<file path="src/rtl/shift_seq_if.sv">
// Handshake and serial-link bundle for shift_seq_ctrl.
// The master side is the producer/consumer; the slave side is the sequencer.
interface shift_seq_if #(
    parameter int W = 8
);
    logic         in_valid;
    logic         in_ready;
    logic [W-1:0] in_data;
    logic         sin;
    logic         sout;
    logic         shift_en;
    logic         out_valid;
    logic         out_ready;
    logic [W-1:0] out_data;
    logic         busy;

    modport master (
        output in_valid, in_data, sin, out_ready,
        input  in_ready, sout, shift_en, out_valid, out_data, busy
    );

    modport slave (
        input  in_valid, in_data, sin, out_ready,
        output in_ready, sout, shift_en, out_valid, out_data, busy
    );
endinterface

</file>
<file path="src/rtl/shift_seq_ctrl.sv">
// Serialiser/deserialiser sequencer: loads a parallel word, shifts it out over W cycles
// while capturing W serial bits, then presents the captured word on a valid/ready port.
module shift_seq_ctrl #(
    parameter int W         = 8,
    parameter bit LSB_FIRST = 1'b0
) (
    input  logic        clk,
    input  logic        rst_n,
    shift_seq_if.slave  bus
);
    localparam int            CW       = $clog2(W);
    localparam logic [CW-1:0] CNT_LAST = CW'(W - 1);

    typedef enum logic [1:0] {
        IDLE  = 2'd0,
        SHIFT = 2'd1,
        HOLD  = 2'd2
    } state_t;

    state_t        state, state_nxt;
    logic [W-1:0]  sreg, sreg_nxt;
    logic [W-1:0]  oreg, oreg_nxt;
    logic [CW-1:0] cnt, cnt_nxt;
    logic [W-1:0]  shifted;
    logic          end_bit;
    logic          accept;

    // Shift direction is fixed at elaboration; sin always enters at the end opposite sout.
    generate
        if (LSB_FIRST) begin : g_lsb_first
            assign shifted = {bus.sin, sreg[W-1:1]};
            assign end_bit = sreg[0];
        end else begin : g_msb_first
            assign shifted = {sreg[W-2:0], bus.sin};
            assign end_bit = sreg[W-1];
        end
    endgenerate

    // In HOLD, taking the new word while the old one is consumed avoids an IDLE bubble.
    assign bus.in_ready = rst_n && ((state == IDLE) || ((state == HOLD) && bus.out_ready));
    assign accept       = bus.in_valid && bus.in_ready;

    // NOTE: every variable gets a default before the case, so no path leaves one unassigned (no latch).
    always_comb begin
        state_nxt = state;
        sreg_nxt  = sreg;
        cnt_nxt   = cnt;
        oreg_nxt  = oreg;
        unique case (state)
            IDLE: begin
                if (accept) begin
                    sreg_nxt  = bus.in_data;
                    cnt_nxt   = '0;
                    state_nxt = SHIFT;
                end
            end
            SHIFT: begin
                sreg_nxt = shifted;
                if (cnt == CNT_LAST) begin
                    oreg_nxt  = shifted;
                    state_nxt = HOLD;
                end else begin
                    cnt_nxt = cnt + 1'b1;
                end
            end
            HOLD: begin
                if (bus.out_ready) begin
                    if (accept) begin
                        sreg_nxt  = bus.in_data;
                        cnt_nxt   = '0;
                        state_nxt = SHIFT;
                    end else begin
                        state_nxt = IDLE;
                    end
                end
            end
            default: state_nxt = IDLE;
        endcase
    end

    // NOTE: non-blocking assignments so every register samples pre-edge values together.
    always_ff @(posedge clk or negedge rst_n) begin
        if (!rst_n) begin
            state <= IDLE;
            sreg  <= '0;
            cnt   <= '0;
            oreg  <= '0;
        end else begin
            state <= state_nxt;
            sreg  <= sreg_nxt;
            cnt   <= cnt_nxt;
            oreg  <= oreg_nxt;
        end
    end

    // Outputs decode straight from registers, so they are glitch-free of the inputs.
    assign bus.shift_en  = (state == SHIFT);
    assign bus.sout      = (state == SHIFT) && end_bit;
    assign bus.out_valid = (state == HOLD);
    assign bus.busy      = (state != IDLE);
    assign bus.out_data  = oreg;

    a_hold_stable: assert property (
        @(posedge clk) disable iff (!rst_n)
        (state == HOLD && !bus.out_ready) |=> (state == HOLD && $stable(oreg))
    );

    a_cnt_bound: assert property (
        @(posedge clk) disable iff (!rst_n) (cnt <= CNT_LAST)
    );
endmodule

</file>
<file path="src/flat_wrapper.sv">
// flat-port wrapper written by rule: the top's interface ports become plain ports
module shift_seq_ctrl_flat 
#(
    parameter int W         = 8,
    parameter bit LSB_FIRST = 1'b0
)
  (clk, rst_n, bus_in_valid, bus_in_data, bus_sin, bus_out_ready, bus_in_ready, bus_sout, bus_shift_en, bus_out_valid, bus_out_data, bus_busy);
  shift_seq_if #(.W(W)) bus_i ();
  input  logic clk;
  input  logic rst_n;
  input wire logic [$bits(bus_i.in_valid)-1:0] bus_in_valid;
  input wire logic [$bits(bus_i.in_data)-1:0] bus_in_data;
  input wire logic [$bits(bus_i.sin)-1:0] bus_sin;
  input wire logic [$bits(bus_i.out_ready)-1:0] bus_out_ready;
  output wire logic [$bits(bus_i.in_ready)-1:0] bus_in_ready;
  output wire logic [$bits(bus_i.sout)-1:0] bus_sout;
  output wire logic [$bits(bus_i.shift_en)-1:0] bus_shift_en;
  output wire logic [$bits(bus_i.out_valid)-1:0] bus_out_valid;
  output wire logic [$bits(bus_i.out_data)-1:0] bus_out_data;
  output wire logic [$bits(bus_i.busy)-1:0] bus_busy;
  assign bus_i.in_valid = bus_in_valid;
  assign bus_i.in_data = bus_in_data;
  assign bus_i.sin = bus_sin;
  assign bus_i.out_ready = bus_out_ready;
  assign bus_in_ready = bus_i.in_ready;
  assign bus_sout = bus_i.sout;
  assign bus_shift_en = bus_i.shift_en;
  assign bus_out_valid = bus_i.out_valid;
  assign bus_out_data = bus_i.out_data;
  assign bus_busy = bus_i.busy;
  shift_seq_ctrl #(.W(W), .LSB_FIRST(LSB_FIRST)) u_core (.clk(clk), .rst_n(rst_n), .bus(bus_i));
endmodule
</file>
<file path="config.mk">
export PLATFORM = sky130hd
export DESIGN_NAME = shift_seq_ctrl_flat
export DESIGN_NICKNAME = d
export VERILOG_FILES = /design/src/rtl/shift_seq_if.sv /design/src/rtl/shift_seq_ctrl.sv /design/src/flat_wrapper.sv
export SDC_FILE = /design/constraint.sdc
export NUM_CORES = 1
export LEC_CHECK = 0
export CAP_MARGIN = 20
export CORE_MARGIN = 4
export CORE_UTILIZATION = 47
export DETAILED_ROUTE_END_ITERATION = 12
export PLACE_DENSITY = 0.79
export SLEW_MARGIN = 20
export SYNTH_ARGS = -nofsm -noshare
export SYNTH_HDL_FRONTEND = slang
export SYNTH_SLANG_ARGS = --single-unit
</file>
<file path="constraint.sdc">
create_clock -name clk -period 2.05 [get_ports clk]
set_input_delay 0.5125 -clock clk [delete_from_list [all_inputs] [get_ports clk]]
set_output_delay 0.5125 -clock clk [all_outputs]
set_load 0.01 [all_outputs]
</file>
# After elaboration in Yosys (flattened, before gate mapping)
# Index checks and enable logic that the tools add are counted.
[totals]
register_bits = 21
out_inout_bits = 13
elab_cells = 36
[op_classes]
addsub = 1
n_eq_ne = 7
muxes = 12
n_reduce_logical = 12
[op_table]
columns = ["op", "count"]
rows = [
  ["$pmux 8 s3", 1],
  ["$mux 8", 2],
  ["$mux 3", 3],
  ["$pmux 3 s3", 1],
  ["$mux 2", 3],
  ["$pmux 2 s3", 1],
  ["$reduce_and 3->1", 2],
  ["$logic_and 1x1->1", 4],
  ["$ne 2x1->1 const B", 2],
  ["$ne 2x2->1 const B", 2],
  ["$reduce_and 2->1", 2],
  ["$add 3x1->3 const B", 1],
  ["$eq 3x3->1 const B", 1],
  ["$reduce_bool 3->1", 1],
  ["$eq 2x1->1 const B", 1],
  ["$eq 2x2->1 const B", 1],
  ["$logic_not 2->1", 1],
  ["$reduce_bool 2->1", 1],
  ["$logic_or 1x1->1", 1],
  ["$mux 1", 1],
]

# Depth between registers and ports, before layout
# Gate-level depths: netlist of the first run.
[depth]
depth_word = 8
mapped_depth = 6
ltp_nobuf = 6

# Worst setup path before layout of the first run
# OpenSTA, ideal clock, no wires.
[synth_path]
path_kind = "register -> register"
from = "register u_core.cnt[0]"
to = "register u_core.cnt[1]"
setup_time_ps = 121
arrival_time_ps = 1452
slack_ps = 477
path_stages_with_launch = 6
path_buffers = 0
path_cell_list = "dfrtp_1 ha_1 ha_1 or3b_1 o31a_1 a22o_1"
[synth_via]
elab_chain_cells = 3
word_cells_on_any_way = 6
cone_classes = "add/sub (1); eq/ne (2); mux (2); reduce/logical (1)"
[synth_rtl]
columns = ["element", "line_no", "source"]
rows = [
  ["from (decl)", "shift_seq_ctrl.sv:23", "logic [CW-1:0] cnt, cnt_nxt;"],
  ["from (signal assigned)", "shift_seq_ctrl.sv:91", "cnt <= cnt_nxt;"],
  ["$add 3x1->3 or $eq 3x3->1 (tied branches)", "shift_seq_ctrl.sv:63, shift_seq_ctrl.sv:59", ""],
  ["$mux 3 or $ne 2x2->1 (tied branches)", "--", ""],
  ["$pmux 3 s3 or $reduce_and 3->1 (tied branches)", "--", ""],
]
# Several ways; a longest one is shown, not always the timed one. The select of a mux whose other input is x is not followed.
# A chain may end at the register's enable or synchronous reset.

# Worst setup path in the final report of the first run
[layout_path]
from = "register u_core.state[1]"
to = "output bus_out_valid"
[layout_via]
elab_chain_cells = 1
[layout_rtl]
columns = ["element", "line_no", "source"]
rows = [
  ["from (decl)", "shift_seq_ctrl.sv:20", "state_t state, state_nxt;"],
  ["from (signal assigned)", "shift_seq_ctrl.sv:89", "state <= state_nxt;"],
  ["$eq 2x2->1", "shift_seq_ctrl.sv:99", "assign bus.out_valid = (state == HOLD);"],
  ["to (decl)", "flat_wrapper.sv:18", "output wire logic [$bits(bus_i.out_valid)-1:0] bus_out_valid;"],
]
# Every way passes these cells.

==> PnR_summary.wiki, run 1 <==
{| class="wikitable"
! Metric !! Value
|-
| Status || completed
|-
| Mean area per synthesized cell || ~15 um2
|-
| Top post-synthesis cells by count || 21 x dfrtp_1, 18 x mux2_2, 6 x mux2_4
|-
| Relative contribution of sequential cells to total power || a little under two fifths
|-
| Site row count || 16
|-
| Core Region || ~2000 um2
|-
| Top-Level Pins || 26
|-
| I/O Buffers || 25
|-
| #FFs+latches synth || 21
|-
| Number of global-route vias before repair || 655
|-
| Category of the critical setup timing path || flop to output port
|-
| Total number of nets in the final design || roughly 120
|-
| Worst-Margin Slew || 0.273 ns
|-
| Clock tree root buffer cell || clkbuf_4
|-
| Hold crit path type || flop to flop
|-
| Violation count after the first detailed-route iteration || 2
|-
| Setup repair after global routing missed its margin || false
|-
| Floorplan die height || approximately 54 um
|-
| Number of antenna violations at the first check in global routing || 0
|-
| Slew headroom || between 80 and 90%
|-
| Met3 usage in global routing || roughly 3.5%
|-
| Post-CTS clock slew at the launch and capture registers of the worst setup and hold paths || roughly 0.11 ns
|-
| Number of unique standard cell types used by synthesis || 22
|-
| Sequential fraction of the synthesis area || a little over half
|-
| Inserted Clock Buffers || 3
|-
| Via density per instance || approximately 5
|-
| Global-route wire length before repair || approximately 2900 um
|-
| Hold Violations, Final || 0
|-
| Number of clock sinks || 21
|-
| Clock network power share || 9.5%
|-
| Total power divided by cell area || around 1500 nW/um2
|-
| Clock Skew || 0.00786 ns
|-
| Most Used Layer, Global Route || met2
|-
| Gpl congestion || between 0.6 and 0.7
|-
| CP max FO || 5
|-
| Design internal power || approximately 1.4 mW
|-
| DRC errors left || 0
|-
| Share of the synthesized area in the top cell type || a little over half
|-
| Via count || approximately 660
|-
| Routed WL per cell || between 10 and 15 um
|-
| Final number of setup-violating endpoints || 0
|-
| Met1 Resource Use GR || roughly 16%
|-
| Cell type contributing the most total cell area after synthesis || dfrtp_1
|-
| Kind of end point of the critical path || output port
|-
| Upper clock frequency limit || 520 MHz
|-
| CTS tree || built
|-
| Antenna violation net count after detailed routing || 0
|-
| Reported net switching power || approximately 0.64 mW
|-
| Worst Slack Setup Final || 0.128 ns
|-
| Met2 Resource Use GR || 25.1%
|-
| Required time at the worst-slack endpoint || ~1.5 ns
|-
| Final global-route overflow total || 0
|-
| Startpoint kind of the worst setup timing path || flop
|-
| Most used standard cell by instance count after synthesis || dfrtp_1
|-
| Non-Filler Instances || around 130
|-
| Total length of routed wires || between 1500 and 2000 um
|-
| Maximum root-to-sink buffer count || 2
|-
| Synth Instances || 68
|-
| Switching share of power || 31.5%
|-
| Top_reg_cell synth || dfrtp_1
|-
| Overall power consumption || 2.05 mW
|-
| Post-layout min period || around 1.9 ns
|-
| Floorplan die area || ~2900 um2
|-
| Layout Utilization || 68.2%
|-
| Mapped cell area || 1000 um2
|-
| Placed wire-length estimate after detailed placement || roughly 1400 um
|-
| Ys async rst share || 100%
|-
| Max-capacitance violation count || 0
|-
| Layout cells sized above 1 || roughly two fifths
|-
| Cell Count Post-Placement || approximately 130
|-
| Pin count of the biggest net entering global routing || 24
|-
| Hold_ws || between 0.4 and 0.5 ns
|-
| Overall routing resource usage || approximately 15%
|-
| Main area contributors after synthesis || dfrtp_1 52%, mux2_2 20%, mux2_4 9.0%
|-
| Data arrival time of the critical path || 1.41 ns
|-
| Share of total power in combinational logic || 53.4%
|-
| Tcrit/Tclk final || approximately 94%
|-
| Diodes inserted || 0
|-
| Pins Over Slew Limit || 0
|-
| Initial cell density of the core || 50.2%
|-
| Insertion delay to the later sink of the worst-skew pair || 0.31 ns
|-
| Cell leakage power || between 0.6 and 0.7 nW
|-
| Relative area change from synthesis to final layout || 35.9%
|-
| Drt first pass iters || 3
|-
| Yosys warning count || 0
|-
| DP Worst Slack || -0.261 ns
|-
| Width of the chip || 54.2 um
|-
| Peak supply drop || just under 800 uV
|-
| Net count after synthesis || 83
|-
| EDFF count, synth || 0
|-
| H-Tree Depth || 1
|}
==> flip-flops by register name, summed over array words and instances, names as in the netlist <==
| name | cells |
|---|---|
| u_core.bus.out_data | 8 |
| u_core.cnt | 3 |
| u_core.sreg | 8 |
| u_core.state | 2 |
==> power by group through the flow <==
stage / registers (mW) / clock network [mW] / logic, mW
after floorplan: 0.773 / 0 / 0.683
after global placement: 0.758 / 0 / 1.08
after detailed placement: 0.768 / 0 / 1.11
after CTS: 0.762 / 0.209 / 1.09
after global routing: 0.787 / 0.229 / 1.18
final: 0.759 / 0.195 / 1.09
==> critical path: stages, from the launching register on <==
cell	delay, ns
dfrtp_2	0.43
buf_4	0.13
or2b_1	0.23
inv_1	0.05
dlygate4sd2_1	0.25
==> stage by stage <==
stage          area (um2)  TNS [ns]
5_1_grt              1370         0
6_report             1370         0
2_1_floorplan        1000         0
3_3_place_gp         1330     -1.10
4_1_cts              1350         0
3_5_place_dp         1330     -1.30
==> kinds of logic after synthesis <==
| family | Yosys count | share of synthesized area, % |
|---|---|---|
| multiplexers | 25 | 30.1 |
| adder cells (fa/ha/maj) | 2 | 2.49 |
| flip-flops | 21 | 52.3 |
| AO/OA/AOI/OAI | 6 | 4.48 |
| AND/OR/NAND/NOR | 11 | 8.34 |
| buffers and inverters | 3 | 2.24 |
==> per-layer routing <==
layer | vias up | part of all wire (%)
met1 | 314 | 43
met5 | - | 0
met3 | 5 | 5.5
met4 | 0 | 2.7
met2 | 21 | 48
li1 | 321 | -
==> timing repair <==
action | CTS | global route
setup endpoints to repair | 5 | 2
hold buffers | 0 | 0
buffers inserted | 0 | 2
gates cloned | 0 | 0
endpoints found under the hold margin | 0 | 0
resized for setup | 6 | 4
==> layout make-up <==
class / count / area (um2)
clock buffers: 3 / 22.5
flip-flops and latches: 21 / 528
repair buffers: 34 / 312
multi-input cells: 44 / 457
clock inverters: 1 / 5.00
well taps: 27 / 33.8
fillers: 162 / 637
inverters: 2 / 7.51
==> final timing paths <==
kind                                       from              end  slack, ns  depth (start not counted)
max in group asynchronous                 rst_n  u_core.state[0]       1.24                          2
worst min-delay path              u_core.cnt[0]    u_core.cnt[0]       0.49                          1
worst max-delay path            u_core.state[1]    bus_out_valid       0.13                          4
worst max register to register    u_core.cnt[0]    u_core.cnt[2]       0.38                          5
min in group asynchronous                 rst_n  u_core.state[1]       0.57                          2
worst min register to register    u_core.cnt[0]    u_core.cnt[0]       0.49                          1
==> layout by cell type, fill, tap and decap left out, drive strengths merged, types with 3 or more instances in the layout <==
cell / instances
clkbuf: 4
mux2: 24
buf: 9
clkdlybuf4s50: 20
dlygate4sd2: 3
dfrtp: 21
nor2b: 3
(Power assumes the default switching activity.)
==> run 2: changes to the inputs <==
--- a/config.mk
+++ b/config.mk
@@ -9,8 +9,10 @@
 export CORE_MARGIN = 4
 export CORE_UTILIZATION = 47
 export DETAILED_ROUTE_END_ITERATION = 12
+export MAX_ROUTING_LAYER = met4
 export PLACE_DENSITY = 0.79
 export SLEW_MARGIN = 20
 export SYNTH_ARGS = -nofsm -noshare
 export SYNTH_HDL_FRONTEND = slang
 export SYNTH_SLANG_ARGS = --single-unit
+export TNS_END_PERCENT = 1
==> PnR_summary.wiki, run 2 (synthesis gave the netlist of run 1 again) <==
{| class="wikitable"
! Metric !! Value
|-
| Floorplan die height || about 54 um
|-
| Peak supply drop || slightly below 800 uV
|-
| Core Region || approximately 2000 um2
|-
| Global-route wire length before repair || between 2000 and 3000 um
|-
| Clock tree root buffer cell || clkbuf_4
|-
| Instance area at placement || about 1300 um2
|-
| Top-Level Pins || 26
|-
| DRC errors left || 0
|-
| Gpl congestion || slightly below 0.7
|-
| Data arrival time of the critical path || about 1.4 ns
|-
| Clock Skew || between 0.006 and 0.007 ns
|-
| Critical Path Slowest Stage Cell || clkdlybuf4s50_1
|-
| Number of antenna violations at the first check in global routing || 0
|-
| Kind of end point of the critical path || output port
|-
| Pin count of the biggest net entering global routing || 24
|-
| Count of hold-fix buffers inserted at cts || 0
|-
| Setup repair after global routing missed its margin || false
|-
| Number of cells on the worst hold path || 1
|-
| Max-capacitance violation count || 0
|-
| Violation count after the first detailed-route iteration || 4
|-
| Width of the chip || ~54 um
|-
| Pins Over Slew Limit || 0
|-
| Floorplan die area || just under 3000 um2
|-
| Number of global-route vias before repair || roughly 660
|-
| Insertion delay to the later sink of the worst-skew pair || ~0.31 ns
|-
| Worst Slack Setup Final || roughly 0.13 ns
|-
| Inserted Clock Buffers || 3
|-
| Number of clock sinks || 21
|-
| Slew headroom || between 80% and 90%
|-
| Category of the critical setup timing path || input port to output port
|-
| Site row count || 16
|-
| Final standard cell area without fillers || 1370 um2
|-
| H-Tree Depth || 1
|-
| Post-layout min period || ~1.9 ns
|-
| Total power divided by cell area || 1500 nW/um2
|-
| Hold crit path type || flop to flop
|-
| DP Worst Slack || -0.261 ns
|-
| CTS tree || built
|-
| Total number of nets in the final design || about 120
|-
| Overall routing resource usage || roughly 15%
|-
| Status || completed
|-
| Startpoint kind of the worst setup timing path || input port
|-
| Critical path depth in cells || 4
|-
| Diodes inserted || 0
|-
| Hold Violations, Final || 0
|-
| Required time at the worst-slack endpoint || approximately 1.5 ns
|-
| Crit path buf inv count || 2
|-
| Kind of cell adding the most delay to the critical path || buffers and inverters
|-
| Post-CTS clock slew at the launch and capture registers of the worst setup and hold paths || around 0.10 ns
|-
| Antenna violation net count after detailed routing || 0
|-
| Via count || 655
|-
| Placed wire-length estimate after detailed placement || between 1000 and 1500 um
|-
| Most frequent cells in the layout || 20 x clkdlybuf4s50_1, 19 x dfrtp_1, 18 x mux2_2
|-
| Final number of setup-violating endpoints || 0
|-
| Peak per-stage delay on the critical path || about 0.5 ns
|-
| Depth of the most critical reg-to-reg path || 5
|-
| Upper clock frequency limit || roughly 520 MHz
|-
| Area of the multi-input gates || approximately 460 um2
|-
| CP max FO || 2
|-
| Hold_ws || approximately 0.5 ns
|-
| Worst-Margin Slew || ~0.27 ns
|-
| Tcrit/Tclk final || around 94%
|-
| Filler cells || approximately 160
|-
| Final global-route overflow total || 0
|-
| Maximum root-to-sink buffer count || 2
|-
| Cell leakage power || approximately 0.65 nW
|-
| Commonest non-fill, non-tap cell in the layout || clkdlybuf4s50_1
|-
| I/O Buffers || 25
|-
| Via density per instance || roughly 5
|-
| Area taken by flip-flops and latches || between 500 and 600 um2
|-
| Initial cell density of the core || between 50 and 60%
|-
| Layout Utilization || 68.2%
|-
| Total length of routed wires || about 1800 um
|-
| Worst-path cell chain || clkdlybuf4s50_1, nor2b_1, nor3b_1, clkbuf_2
|-
| Layout cells sized above 1 || around two fifths
|-
| Relative area change from synthesis to final layout || 35.9%
|-
| Drt first pass iters || 2
|-
| Routed WL per cell || 13.6 um
|}
[run 2: cell counts in the layout (fill, tap and decap cells not counted)]
No cell type changed its count.
[run 2: what timing repair did]
item                                    in CTS  in global routing
endpoints found under the setup margin       5                  2
pin swaps                                    0                  0
gates resized for setup                      6                  4
gates cloned                                 0                  0
buffers inserted                             0                  2
[run 2: worst paths after layout]
kind / startpoint / endpoint / slack, ns
max: bus_out_ready / bus_in_ready / 0.13
min: u_core.cnt[0] / u_core.cnt[0] / 0.49
max reg2reg: u_core.cnt[0] / u_core.cnt[2] / 0.38
min reg2reg: u_core.cnt[0] / u_core.cnt[0] / 0.49
max in group asynchronous: rst_n / u_core.state[0] / 1.24
min in group asynchronous: rst_n / u_core.state[1] / 0.58
[run 2: layout make-up]
type | count | share of cell area [%]
inverter | 2 | 0.550
tap | 27 | 2.47
sequential | 21 | 38.7
timing repair buffer | 34 | 22.8
multi-input combinational | 44 | 33.5
clock inverter | 1 | 0.367
clock buffer | 3 | 1.65
[run 2: report_power, final]
part | switching, mW | internal (mW) | leakage [nW]
sequential | 0.132 | 0.625 | 0.251
clock | 0.121 | 0.0729 | 0.0177
combinational | 0.387 | 0.704 | 0.379
[run 2: through the flow]
| step | power [mW] | TNS, ns | instances |
|---|---|---|---|
| after floorplan | 1.46 | 0 | 68 |
| after global placement | 1.84 | -1.10 | 126 |
| after detailed placement | 1.88 | -1.30 | 126 |
| after CTS | 2.06 | 0 | 130 |
| after global routing | 2.19 | 0 | 132 |
| final | 2.04 | 0 | 132 |
[run 2: routing by layer]
metal	wire [um]	GRT usage, %	part of all wire [%]
met5	0	-	0
met4	44	9.96	2.5
met3	89	3.27	5.0
met2	876	25.3	49
met1	780	15.7	44
==> run 3: changes to the inputs <==
--- a/config.mk
+++ b/config.mk
@@ -8,6 +8,7 @@
 export CAP_MARGIN = 20
 export CORE_MARGIN = 4
 export CORE_UTILIZATION = 47
+export CTS_CLUSTER_DIAMETER = 30
 export DETAILED_ROUTE_END_ITERATION = 12
 export MAX_ROUTING_LAYER = met4
 export PLACE_DENSITY = 0.79
==> results of run 3 <==
No change in the layout: final DEF, timing and power equal those of run 2.
